===== src/rtl/conv_pkg.sv =====
// conv_pkg: shared definitions for the 3x3 convolution scheduler.
//   conv_state_t : scheduler FSM states
//   TAP_*        : 9-bit masks of window taps (bit i = tap i, row-major)
//                  that fall outside the image on each border
//   CNT_W()      : bits needed for a counter spanning 0..n-1
package conv_pkg;

  typedef enum logic [2:0] {
    ST_IDLE,
    ST_LOAD_K,
    ST_RUN,
    ST_FLUSH,
    ST_DRAIN,
    ST_DONE
  } conv_state_t;

  localparam logic [8:0] TAP_TOP    = 9'b000_000_111;
  localparam logic [8:0] TAP_BOTTOM = 9'b111_000_000;
  localparam logic [8:0] TAP_LEFT   = 9'b001_001_001;
  localparam logic [8:0] TAP_RIGHT  = 9'b100_100_100;

  function automatic int CNT_W(input int n);
    if (n <= 2) return 1;
    return $clog2(n);
  endfunction

endpackage


===== src/rtl/conv_tag_pipe.sv =====
// conv_tag_pipe: valid/last tag shift register that runs alongside the MAC
// pipeline registers, so the tags emerge with the result they describe.
//   clk, rst_n          : clock, asynchronous active-low reset
//   en                  : shift enable (same enable as the MAC registers)
//   in_valid, in_last   : tag of the window entering the MAC pipeline
//   out_valid, out_last : tag of the result at the pipeline output
//   any_valid           : some stage still holds a valid tag
module conv_tag_pipe #(
  parameter int DEPTH = 2
) (
  input  logic clk,
  input  logic rst_n,
  input  logic en,
  input  logic in_valid,
  input  logic in_last,
  output logic out_valid,
  output logic out_last,
  output logic any_valid
);

  logic [DEPTH-1:0] valid_reg;
  logic [DEPTH-1:0] last_reg;

  always_ff @(posedge clk or negedge rst_n) begin
    if (!rst_n) begin
      valid_reg <= '0;
      last_reg  <= '0;
    end else if (en) begin
      for (int i = DEPTH - 1; i > 0; i--) begin
        valid_reg[i] <= valid_reg[i-1];
        last_reg[i]  <= last_reg[i-1];
      end
      valid_reg[0] <= in_valid;
      // last is meaningless without valid; gating keeps m_last clean
      last_reg[0]  <= in_valid & in_last;
    end
  end

  assign out_valid = valid_reg[DEPTH-1];
  assign out_last  = last_reg[DEPTH-1];
  assign any_valid = |valid_reg;

endmodule


===== src/rtl/conv3x3_scheduler.sv =====
// conv3x3_scheduler: sequencing controller for the 3x3 convolution datapath.
// Loads nine kernel coefficients, paces a raster pixel stream into the
// external line buffers/window, appends IMG_W+1 zero flush shifts, produces
// per-centre zero-padding masks and tags the MAC pipeline output.
//   clk, rst_n         : clock, asynchronous active-low reset
//   start              : frame start pulse (IDLE only)
//   k_valid/k_ready    : kernel word handshake, k_in row-major k00..k22
//   k_data             : held coefficients, k00 in LSBs
//   s_valid/s_ready    : pixel input handshake
//   shift_en, pad_in   : advance window one pixel / push zero (flush)
//   win_valid,pad_mask : window holds a real centre / taps to zero
//   mac_ce             : MAC pipeline clock enable
//   m_valid/m_ready    : result handshake, m_last marks final pixel
//   done               : one-cycle frame completion pulse
module conv3x3_scheduler
  import conv_pkg::*;
#(
  parameter int IMG_W        = 64,
  parameter int IMG_H        = 64,
  parameter int KERNEL_WIDTH = 16,
  parameter int MAC_LATENCY  = 2
) (
  input  logic                      clk,
  input  logic                      rst_n,
  input  logic                      start,
  input  logic                      k_valid,
  output logic                      k_ready,
  input  logic [KERNEL_WIDTH-1:0]   k_in,
  output logic [9*KERNEL_WIDTH-1:0] k_data,
  input  logic                      s_valid,
  output logic                      s_ready,
  output logic                      shift_en,
  output logic                      pad_in,
  output logic                      win_valid,
  output logic [8:0]                pad_mask,
  output logic                      mac_ce,
  output logic                      m_valid,
  input  logic                      m_ready,
  output logic                      m_last,
  output logic                      done
);

  localparam int NPIX = IMG_W * IMG_H;
  localparam int TW   = CNT_W(NPIX + IMG_W + 2);
  localparam int RW   = CNT_W(IMG_H);
  localparam int CW   = CNT_W(IMG_W);

  localparam logic [TW-1:0] LAST_PIX     = TW'(NPIX - 1);
  localparam logic [TW-1:0] LAST_FLUSH   = TW'(NPIX + IMG_W);
  // the window centre trails the input by one row plus one pixel
  localparam logic [TW-1:0] CENTRE_START = TW'(IMG_W + 1);
  localparam logic [RW-1:0] ROW_LAST     = RW'(IMG_H - 1);
  localparam logic [CW-1:0] COL_LAST     = CW'(IMG_W - 1);

  conv_state_t             state_reg;
  logic [3:0]              k_idx_reg;
  logic [KERNEL_WIDTH-1:0] k_regs [9];
  logic                    k_ready_reg;
  logic                    done_reg;
  logic [TW-1:0]           tick_cnt_reg;
  logic [RW-1:0]           cr_reg;
  logic [CW-1:0]           cc_reg;
  logic                    win_valid_reg;
  logic [8:0]              pad_mask_reg;
  logic                    win_new_reg;
  logic                    win_last_reg;

  logic       stall;
  logic       k_fire;
  logic       centre_tick;
  logic       last_centre;
  logic       pipe_busy;
  logic [8:0] mask_next;

  assign stall    = m_valid & ~m_ready;
  assign mac_ce   = ~stall;
  assign s_ready  = (state_reg == ST_RUN) & ~stall;
  assign pad_in   = (state_reg == ST_FLUSH) & ~stall;
  assign shift_en = (s_valid & s_ready) | pad_in;
  assign k_fire   = k_ready_reg & k_valid;

  assign centre_tick = shift_en & (tick_cnt_reg >= CENTRE_START);
  assign last_centre = (cr_reg == ROW_LAST) && (cc_reg == COL_LAST);

  assign k_ready   = k_ready_reg;
  assign done      = done_reg;
  assign win_valid = win_valid_reg;
  assign pad_mask  = pad_mask_reg;

  generate
    for (genvar gi = 0; gi < 9; gi++) begin : g_kpack
      assign k_data[gi*KERNEL_WIDTH +: KERNEL_WIDTH] = k_regs[gi];
    end
  endgenerate

  always_comb begin
    mask_next = '0;
    if (cr_reg == '0)      mask_next = mask_next | TAP_TOP;
    if (cr_reg == ROW_LAST) mask_next = mask_next | TAP_BOTTOM;
    if (cc_reg == '0)      mask_next = mask_next | TAP_LEFT;
    if (cc_reg == COL_LAST) mask_next = mask_next | TAP_RIGHT;
  end

  // Control FSM
  always_ff @(posedge clk or negedge rst_n) begin
    if (!rst_n) begin
      state_reg   <= ST_IDLE;
      k_idx_reg   <= '0;
      k_ready_reg <= 1'b0;
      done_reg    <= 1'b0;
    end else begin
      case (state_reg)
        ST_IDLE: begin
          done_reg <= 1'b0;
          if (start) begin
            state_reg   <= ST_LOAD_K;
            k_idx_reg   <= '0;
            k_ready_reg <= 1'b1;
          end
        end
        ST_LOAD_K: begin
          if (k_fire) begin
            if (k_idx_reg == 4'd8) begin
              state_reg   <= ST_RUN;
              k_ready_reg <= 1'b0;
            end else begin
              k_idx_reg <= k_idx_reg + 4'd1;
            end
          end
        end
        ST_RUN: begin
          if (shift_en && tick_cnt_reg == LAST_PIX) state_reg <= ST_FLUSH;
        end
        ST_FLUSH: begin
          if (shift_en && tick_cnt_reg == LAST_FLUSH) state_reg <= ST_DRAIN;
        end
        ST_DRAIN: begin
          if (!pipe_busy) begin
            state_reg <= ST_DONE;
            done_reg  <= 1'b1;
          end
        end
        ST_DONE: begin
          done_reg  <= 1'b0;
          state_reg <= ST_IDLE;
        end
        default: begin
          state_reg   <= ST_IDLE;
          k_ready_reg <= 1'b0;
          done_reg    <= 1'b0;
        end
      endcase
    end
  end

  // Coefficient store: held until the next load overwrites it
  always_ff @(posedge clk or negedge rst_n) begin
    if (!rst_n) begin
      for (int i = 0; i < 9; i++) k_regs[i] <= '0;
    end else if (state_reg == ST_LOAD_K && k_fire) begin
      k_regs[k_idx_reg] <= k_in;
    end
  end

  // Tick and centre counters, window tag and padding mask
  always_ff @(posedge clk or negedge rst_n) begin
    if (!rst_n) begin
      tick_cnt_reg  <= '0;
      cr_reg        <= '0;
      cc_reg        <= '0;
      win_valid_reg <= 1'b0;
      pad_mask_reg  <= '0;
    end else if (state_reg == ST_LOAD_K) begin
      tick_cnt_reg  <= '0;
      cr_reg        <= '0;
      cc_reg        <= '0;
      win_valid_reg <= 1'b0;
      pad_mask_reg  <= '0;
    end else if (shift_en) begin
      tick_cnt_reg  <= tick_cnt_reg + 1'b1;
      win_valid_reg <= centre_tick;
      if (centre_tick) begin
        pad_mask_reg <= mask_next;
        if (cc_reg == COL_LAST) begin
          cc_reg <= '0;
          cr_reg <= (cr_reg == ROW_LAST) ? '0 : cr_reg + 1'b1;
        end else begin
          cc_reg <= cc_reg + 1'b1;
        end
      end
    end
  end

  // A fresh window is offered to the MAC pipe exactly once: the flag holds
  // through a stall and is consumed by the first enabled MAC cycle.
  always_ff @(posedge clk or negedge rst_n) begin
    if (!rst_n) begin
      win_new_reg  <= 1'b0;
      win_last_reg <= 1'b0;
    end else if (!stall) begin
      win_new_reg  <= centre_tick;
      win_last_reg <= centre_tick & last_centre;
    end
  end

  logic tag_any;

  conv_tag_pipe #(
    .DEPTH (MAC_LATENCY)
  ) u_tag_pipe (
    .clk       (clk),
    .rst_n     (rst_n),
    .en        (mac_ce),
    .in_valid  (win_new_reg),
    .in_last   (win_last_reg),
    .out_valid (m_valid),
    .out_last  (m_last),
    .any_valid (tag_any)
  );

  assign pipe_busy = tag_any | win_new_reg;

endmodule


===== config.mk =====
export PLATFORM = sky130hd
export DESIGN_NAME = conv3x3_scheduler
export DESIGN_NICKNAME = d
export VERILOG_FILES = /design/src/rtl/conv_pkg.sv /design/src/rtl/conv_tag_pipe.sv /design/src/rtl/conv3x3_scheduler.sv
export SDC_FILE = /design/constraint.sdc
export NUM_CORES = 1
export LEC_CHECK = 0
export ABC_CLOCK_PERIOD_IN_PS = 2200
export CAP_MARGIN = 20
export CORE_MARGIN = 10
export CORE_UTILIZATION = 38
export CTS_BUF_LIST = sky130_fd_sc_hd__clkbuf_16
export DETAILED_ROUTE_END_ITERATION = 10
export MAX_ROUTING_LAYER = met4
export SYNTH_ARGS = -nofsm -noshare
export SYNTH_HDL_FRONTEND = slang
export SYNTH_SLANG_ARGS = --single-unit

===== constraint.sdc =====
create_clock -name clk -period 2.2 [get_ports clk]
set_input_delay 0.33 -clock clk [delete_from_list [all_inputs] [get_ports clk]]
set_output_delay 0.33 -clock clk [all_outputs]
set_load 0.1 [all_outputs]

==> results of run 1 <==
layout by cell type, fill, tap and decap left out, types with 4 or more instances in the layout:
master             n
a21oi_1           12
ha_1              11
nand4_1            5
clkdlybuf4s50_1   20
nor2_1            21
o21ai_0           14
inv_8              4
inv_1             11
nor4_1             5
mux2_2           144
mux2i_1            4
xor2_1             6
and3_1             7
buf_12            14
clkinv_8           5
buf_4            193
dfrtp_1          190
nor3_1             5
nand2_1           38
nand3_1           24
and2_1             7
clkbuf_16         17
through the flow:
step                instances  setup WS (ps)  area, um^2  hold WS (ps)
finish                   1095           62.8       10800           456
global route             1095           8.43       10800           495
CTS                      1090           5.75       10700           473
detailed placement       1055           24.5       10100           374
global placement         1055           35.7       10100           363
floorplan                 585          -18.2        7990          34.4
per-layer routing:
metal  global-route usage [%]  routed length, um  share of wire, %
met5                        -                  0                 0
met1                     19.1               8840                41
met2                     26.8              10900                51
met4                     5.43                385               1.8
met3                     4.26               1380               6.4
worst min-delay path by stage:
stage                             end  cells past startpoint
final                     k_data[101]                      2
after global routing      k_data[116]                      2
after CTS                  k_data[36]                      2
after detailed placement   k_data[36]                      1
after global placement     k_data[36]                      1
after floorplan             cc_reg[0]                      0
critical path, cell delays in order (launching register included):
cell	delay, ps
dfrtp_1	410
or4_4	540
or3_4	360
o211a_2	350
buf_4	170
a31o_2	210
cells by family after synthesis:
family | after synthesis | share of synthesized area (%)
other | 1 | 0.0472
AOI/OAI and AO/OA | 53 | 4.46
DFF | 193 | 60.8
and+or+nand+nor | 136 | 8.98
buffers and inverters | 35 | 2.17
adders and majority gates | 11 | 1.73
muxes | 148 | 20.9
xor gates and xnor gates | 8 | 0.882
final cells by class:
cell class / count / area (um^2)
Tap cell: 270 / 338
Inverter: 12 / 57.6
Clock inverter: 15 / 185
Multi-Input combinational cell: 357 / 2980
Fill cell: 1809 / 9630
Clock buffer: 17 / 425
Sequential cell: 193 / 4840
Timing Repair Buffer: 231 / 1980
repair_timing:
| action | in CTS | in global routing |
|---|---|---|
| cloned | 0 | 0 |
| gates resized for setup | 2 | 5 |
| pin swaps | 1 | 1 |
| hold buffers | 1 | 0 |
| hold endpoints to repair | 63 | 0 |
| endpoints found under the setup margin | 1 | 25 |
| buffers inserted | 2 | 5 |
==> impl_metrics.ini, run 1 <==
[floorplan]
io_pins = 184
start_util_pct = 38.9
die_area_um2 = 27100
core_um2 = 20400
die_h_um = 165
dieWidth_um = 165
fp-row-count = 52

[logic_synthesis]
yosysMostFrequentCell = dfrtp_1
yosys-top-cells-area = dfrtp_1 61%, mux2_2 20%, nand2_1 1.8%
synthesis.nets = 618
syn-instance-count = 585
syn_area_um2 = 7940
synth_top_area_cell = dfrtp_1
synth-main-ff-cell = dfrtp_1
ys_ff_latch = 193
yosys-top-cells-count = 193 x dfrtp_1, 144 x mux2_2, 38 x nand2_1
seq_area_frac_synth_pct = 60.8
yosysWarnings = 0
synth.distinct_cells = 56
async_flop_share_pct = 100
synth-edff-count = 0
synth_top_area_share_pct = 60.8
avgSynthCellArea_um2 = 13.6

[sta]
slew_headroom_pct = 62.5
maxSlewViolCount = 0
tightestPinTransition_ps = 563
finalCritPeriodShare_pct = 97.1
fmax_mhz = 468
rsz0062_at_grt = false
fin_setup_tns_ps = 0
fin_skew_ps = 13.1
finalSetupViolCount = 0
fin_crit_ps = 2140
hold_violations = 0

[global_routing]
grt_overflow = 0
grt_antenna_before_repair = 0
grt_pass1_vias = 5749
track_usage_pct = 16.3
grt_max_degree = 70
grt_pass1_wl_um = 33400

[drt]
wl_um = 21500
viasPerCell = 5.06
drc = 0
firstDrtPassIters = 5
routedWlPerCell_um = 19.7
drt_iter0_drc = 309
vias = 5538
final_antenna_net_count = 0

[final_layout]
area_growth_pct = 35.9
diodes = 0
drive_gt1_share_pct = 49.5
utilization_pct = 52.8
layout.nets = 845
largest_reg_flops = 144

[placement]
dpl.hpwl_um = 15800
port_buffers = 182
place.gp.congestion = 0.832

[critical_path]
r2r_start = tick_cnt_reg[9]
cp-start-kind = flip-flop
crit_fanout = 10
endpoint_kind = flip-flop
reg2reg_depth = 5
crit_type = flip-flop to flip-flop
critPathLaunch = tick_cnt_reg[9]
r2r-end = pad_mask[5]
crit_end = pad_mask[5]
cp_data_required_time_ps = 2530
rrSetupSlack_ps = 60
worstPathArrival_ps = 2470

[clock_tree]
clk_latency_ps = 440
clk_pin_slew_ps = 80
cts_tree = built
cts_buffer_depth = 2
cts_buffers = 17
htreeDepth = 4
cts_root_buffer = clkbuf_16
clock-sinks = 193

[flow_run]
max_cap_violations = 0

[run_status]
status = completed

[hold_path]
worstHoldPathType = input port to async pin
Power of run 1 is not shown: default switching activity piles up to over one toggle a cycle in this logic, so the estimate is an artifact.
==> inputs of run 2 (changes only) <==
--- a/config.mk
+++ b/config.mk
@@ -5,13 +5,15 @@
 export SDC_FILE = /design/constraint.sdc
 export NUM_CORES = 1
 export LEC_CHECK = 0
-export ABC_CLOCK_PERIOD_IN_PS = 2200
+export ABC_CLOCK_PERIOD_IN_PS = 2000
 export CAP_MARGIN = 20
 export CORE_MARGIN = 10
-export CORE_UTILIZATION = 38
+export CORE_UTILIZATION = 45
 export CTS_BUF_LIST = sky130_fd_sc_hd__clkbuf_16
 export DETAILED_ROUTE_END_ITERATION = 10
+export GPL_ROUTABILITY_DRIVEN = 0
 export MAX_ROUTING_LAYER = met4
+export PLACE_DENSITY = 0.73
 export SYNTH_ARGS = -nofsm -noshare
 export SYNTH_HDL_FRONTEND = slang
 export SYNTH_SLANG_ARGS = --single-unit
==> constraint.sdc (replaced) <==
create_clock -name clk -period 2 [get_ports clk]
set_input_delay 0.3 -clock clk [delete_from_list [all_inputs] [get_ports clk]]
set_output_delay 0.3 -clock clk [all_outputs]
set_load 0.1 [all_outputs]
==> impl_metrics.ini, run 2 (synthesized netlist as in run 1, its figures left out) <==
[global_routing]
met1_usage_pct = 22.8
globalRouteMet2Util_pct = 30.3
grt_pass1_wl_um = 33800
grt_pass1_vias = 5904
grt_max_degree = 79
track_usage_pct = 18.6
top_usage_layer = met2
met3_usage_pct = 4.24
grt_overflow = 0
grt_antenna_before_repair = 0

[clock_tree]
clk_latency_ps = 420
clock-sinks = 193
cts_tree = built
cts_buffer_depth = 2
clk_pin_slew_ps = 70
cts_buffers = 17
htreeDepth = 4
cts_root_buffer = clkbuf_16

[final_layout]
diodes = 0
drive_gt1_share_pct = 52.5
largest_reg_flops = 144
layout.nets = 850
instances_no_fill = 1054
area_growth_pct = 37.8
layout_common_cells = 192 x buf_4, 190 x dfrtp_1, 144 x mux2_2
mostFrequentLayoutCell = buf_4

[placement]
port_buffers = 182
dp_cells = 1013
dpl.hpwl_um = 15300
dp_slack_ps = -143

[sta]
finalCritPeriodShare_pct = 102
rsz0062_at_grt = true
fmax_mhz = 490
hold_violations = 0
fin_skew_ps = 7.73
maxSlewViolCount = 0
finalSetupViolCount = 6
fin_crit_ps = 2040
setup_slack_ps = -40.3

[critical_path]
crit_fanout = 2
cpMaxStageDelayCell = dfrtp_4
cp_data_required_time_ps = 1700
worstPathArrival_ps = 1740
crit_chain = nor2b_4, or3_4, inv_12, buf_8, buf_12
crit_buf_inv = 3
crit_type = flip-flop to primary output
cp-start-kind = flip-flop
critical-path-top-delay-family = simple AND/OR/NAND/NOR gates
cpPeakStageDelay_ps = 480
endpoint_kind = primary output

[floorplan]
dieWidth_um = 153
start_util_pct = 45.9
core_um2 = 17300
io_pins = 184
fp-row-count = 48
die_area_um2 = 23400
die_h_um = 153

[run_status]
failed_checks = negative setup slack
status = finished with violations

[hold_path]
worstHoldPathType = input port to async pin

[drt]
vias = 5636
firstDrtPassIters = 4
wl_um = 21400
final_antenna_net_count = 0
drt_iter0_drc = 306
viasPerCell = 5.35
routedWlPerCell_um = 20.3
drc = 0

[flow_run]
max_cap_violations = 0
-- run 2: path summary, 6_finish.rpt --
path	start	to	slack (ps)	cells after the start
max reg2reg	tick_cnt_reg[10]	cc_reg[0]	-40	7
min in group clk	u_tag_pipe.last_reg[1]	u_tag_pipe.last_reg[1]	490	2
max in group asynchronous	rst_n	k_data[59]	950	3
max	u_tag_pipe.valid_reg[1]	shift_en	-40	5
min	rst_n	k_data[126]	340	2
min reg2reg	u_tag_pipe.last_reg[1]	u_tag_pipe.last_reg[1]	490	2
-- run 2: repair_timing --
item,4_1_cts,5_1_grt
hold buffers,1,0
pin swaps,9,7
setup buffers,4,6
hold endpoints to repair,33,0
gates resized for setup,23,26
endpoints found under the setup margin,14,171
-- run 2: area by class of cell --
type                    count  area [um^2]
clock inverters            14          138
flip-flops and latches    193         4840
repair buffers            236         2050
multi-input cells         357         3150
inverters                  12         57.6
clock buffers              17          425
fillers                  1357         6350
well taps                 225          282
-- run 2: per-stage QoR --
| stage | hold WS, ps | setup TNS, ps | cell area (um^2) | utilization [%] |
|---|---|---|---|---|
| final | 342 | -127 | 10900 | 63.3 |
| after global routing | 353 | -1930 | 10900 | 63.3 |
| after CTS | 345 | -211 | 10800 | 62.5 |
| after detailed placement | 222 | -5440 | 10100 | 58.5 |
| after global placement | 216 | -2290 | 10100 | 58.5 |
| after floorplan | 4.41 | -2740 | 8020 | - |
-- run 2: per-layer routing --
metal | share of wire (%) | wire length [um]
met2 | 50 | 10800
met4 | 1.6 | 340
met1 | 44 | 9330
met5 | 0 | 0
met3 | 4.3 | 910
Power of run 2 is left out for the same reason.
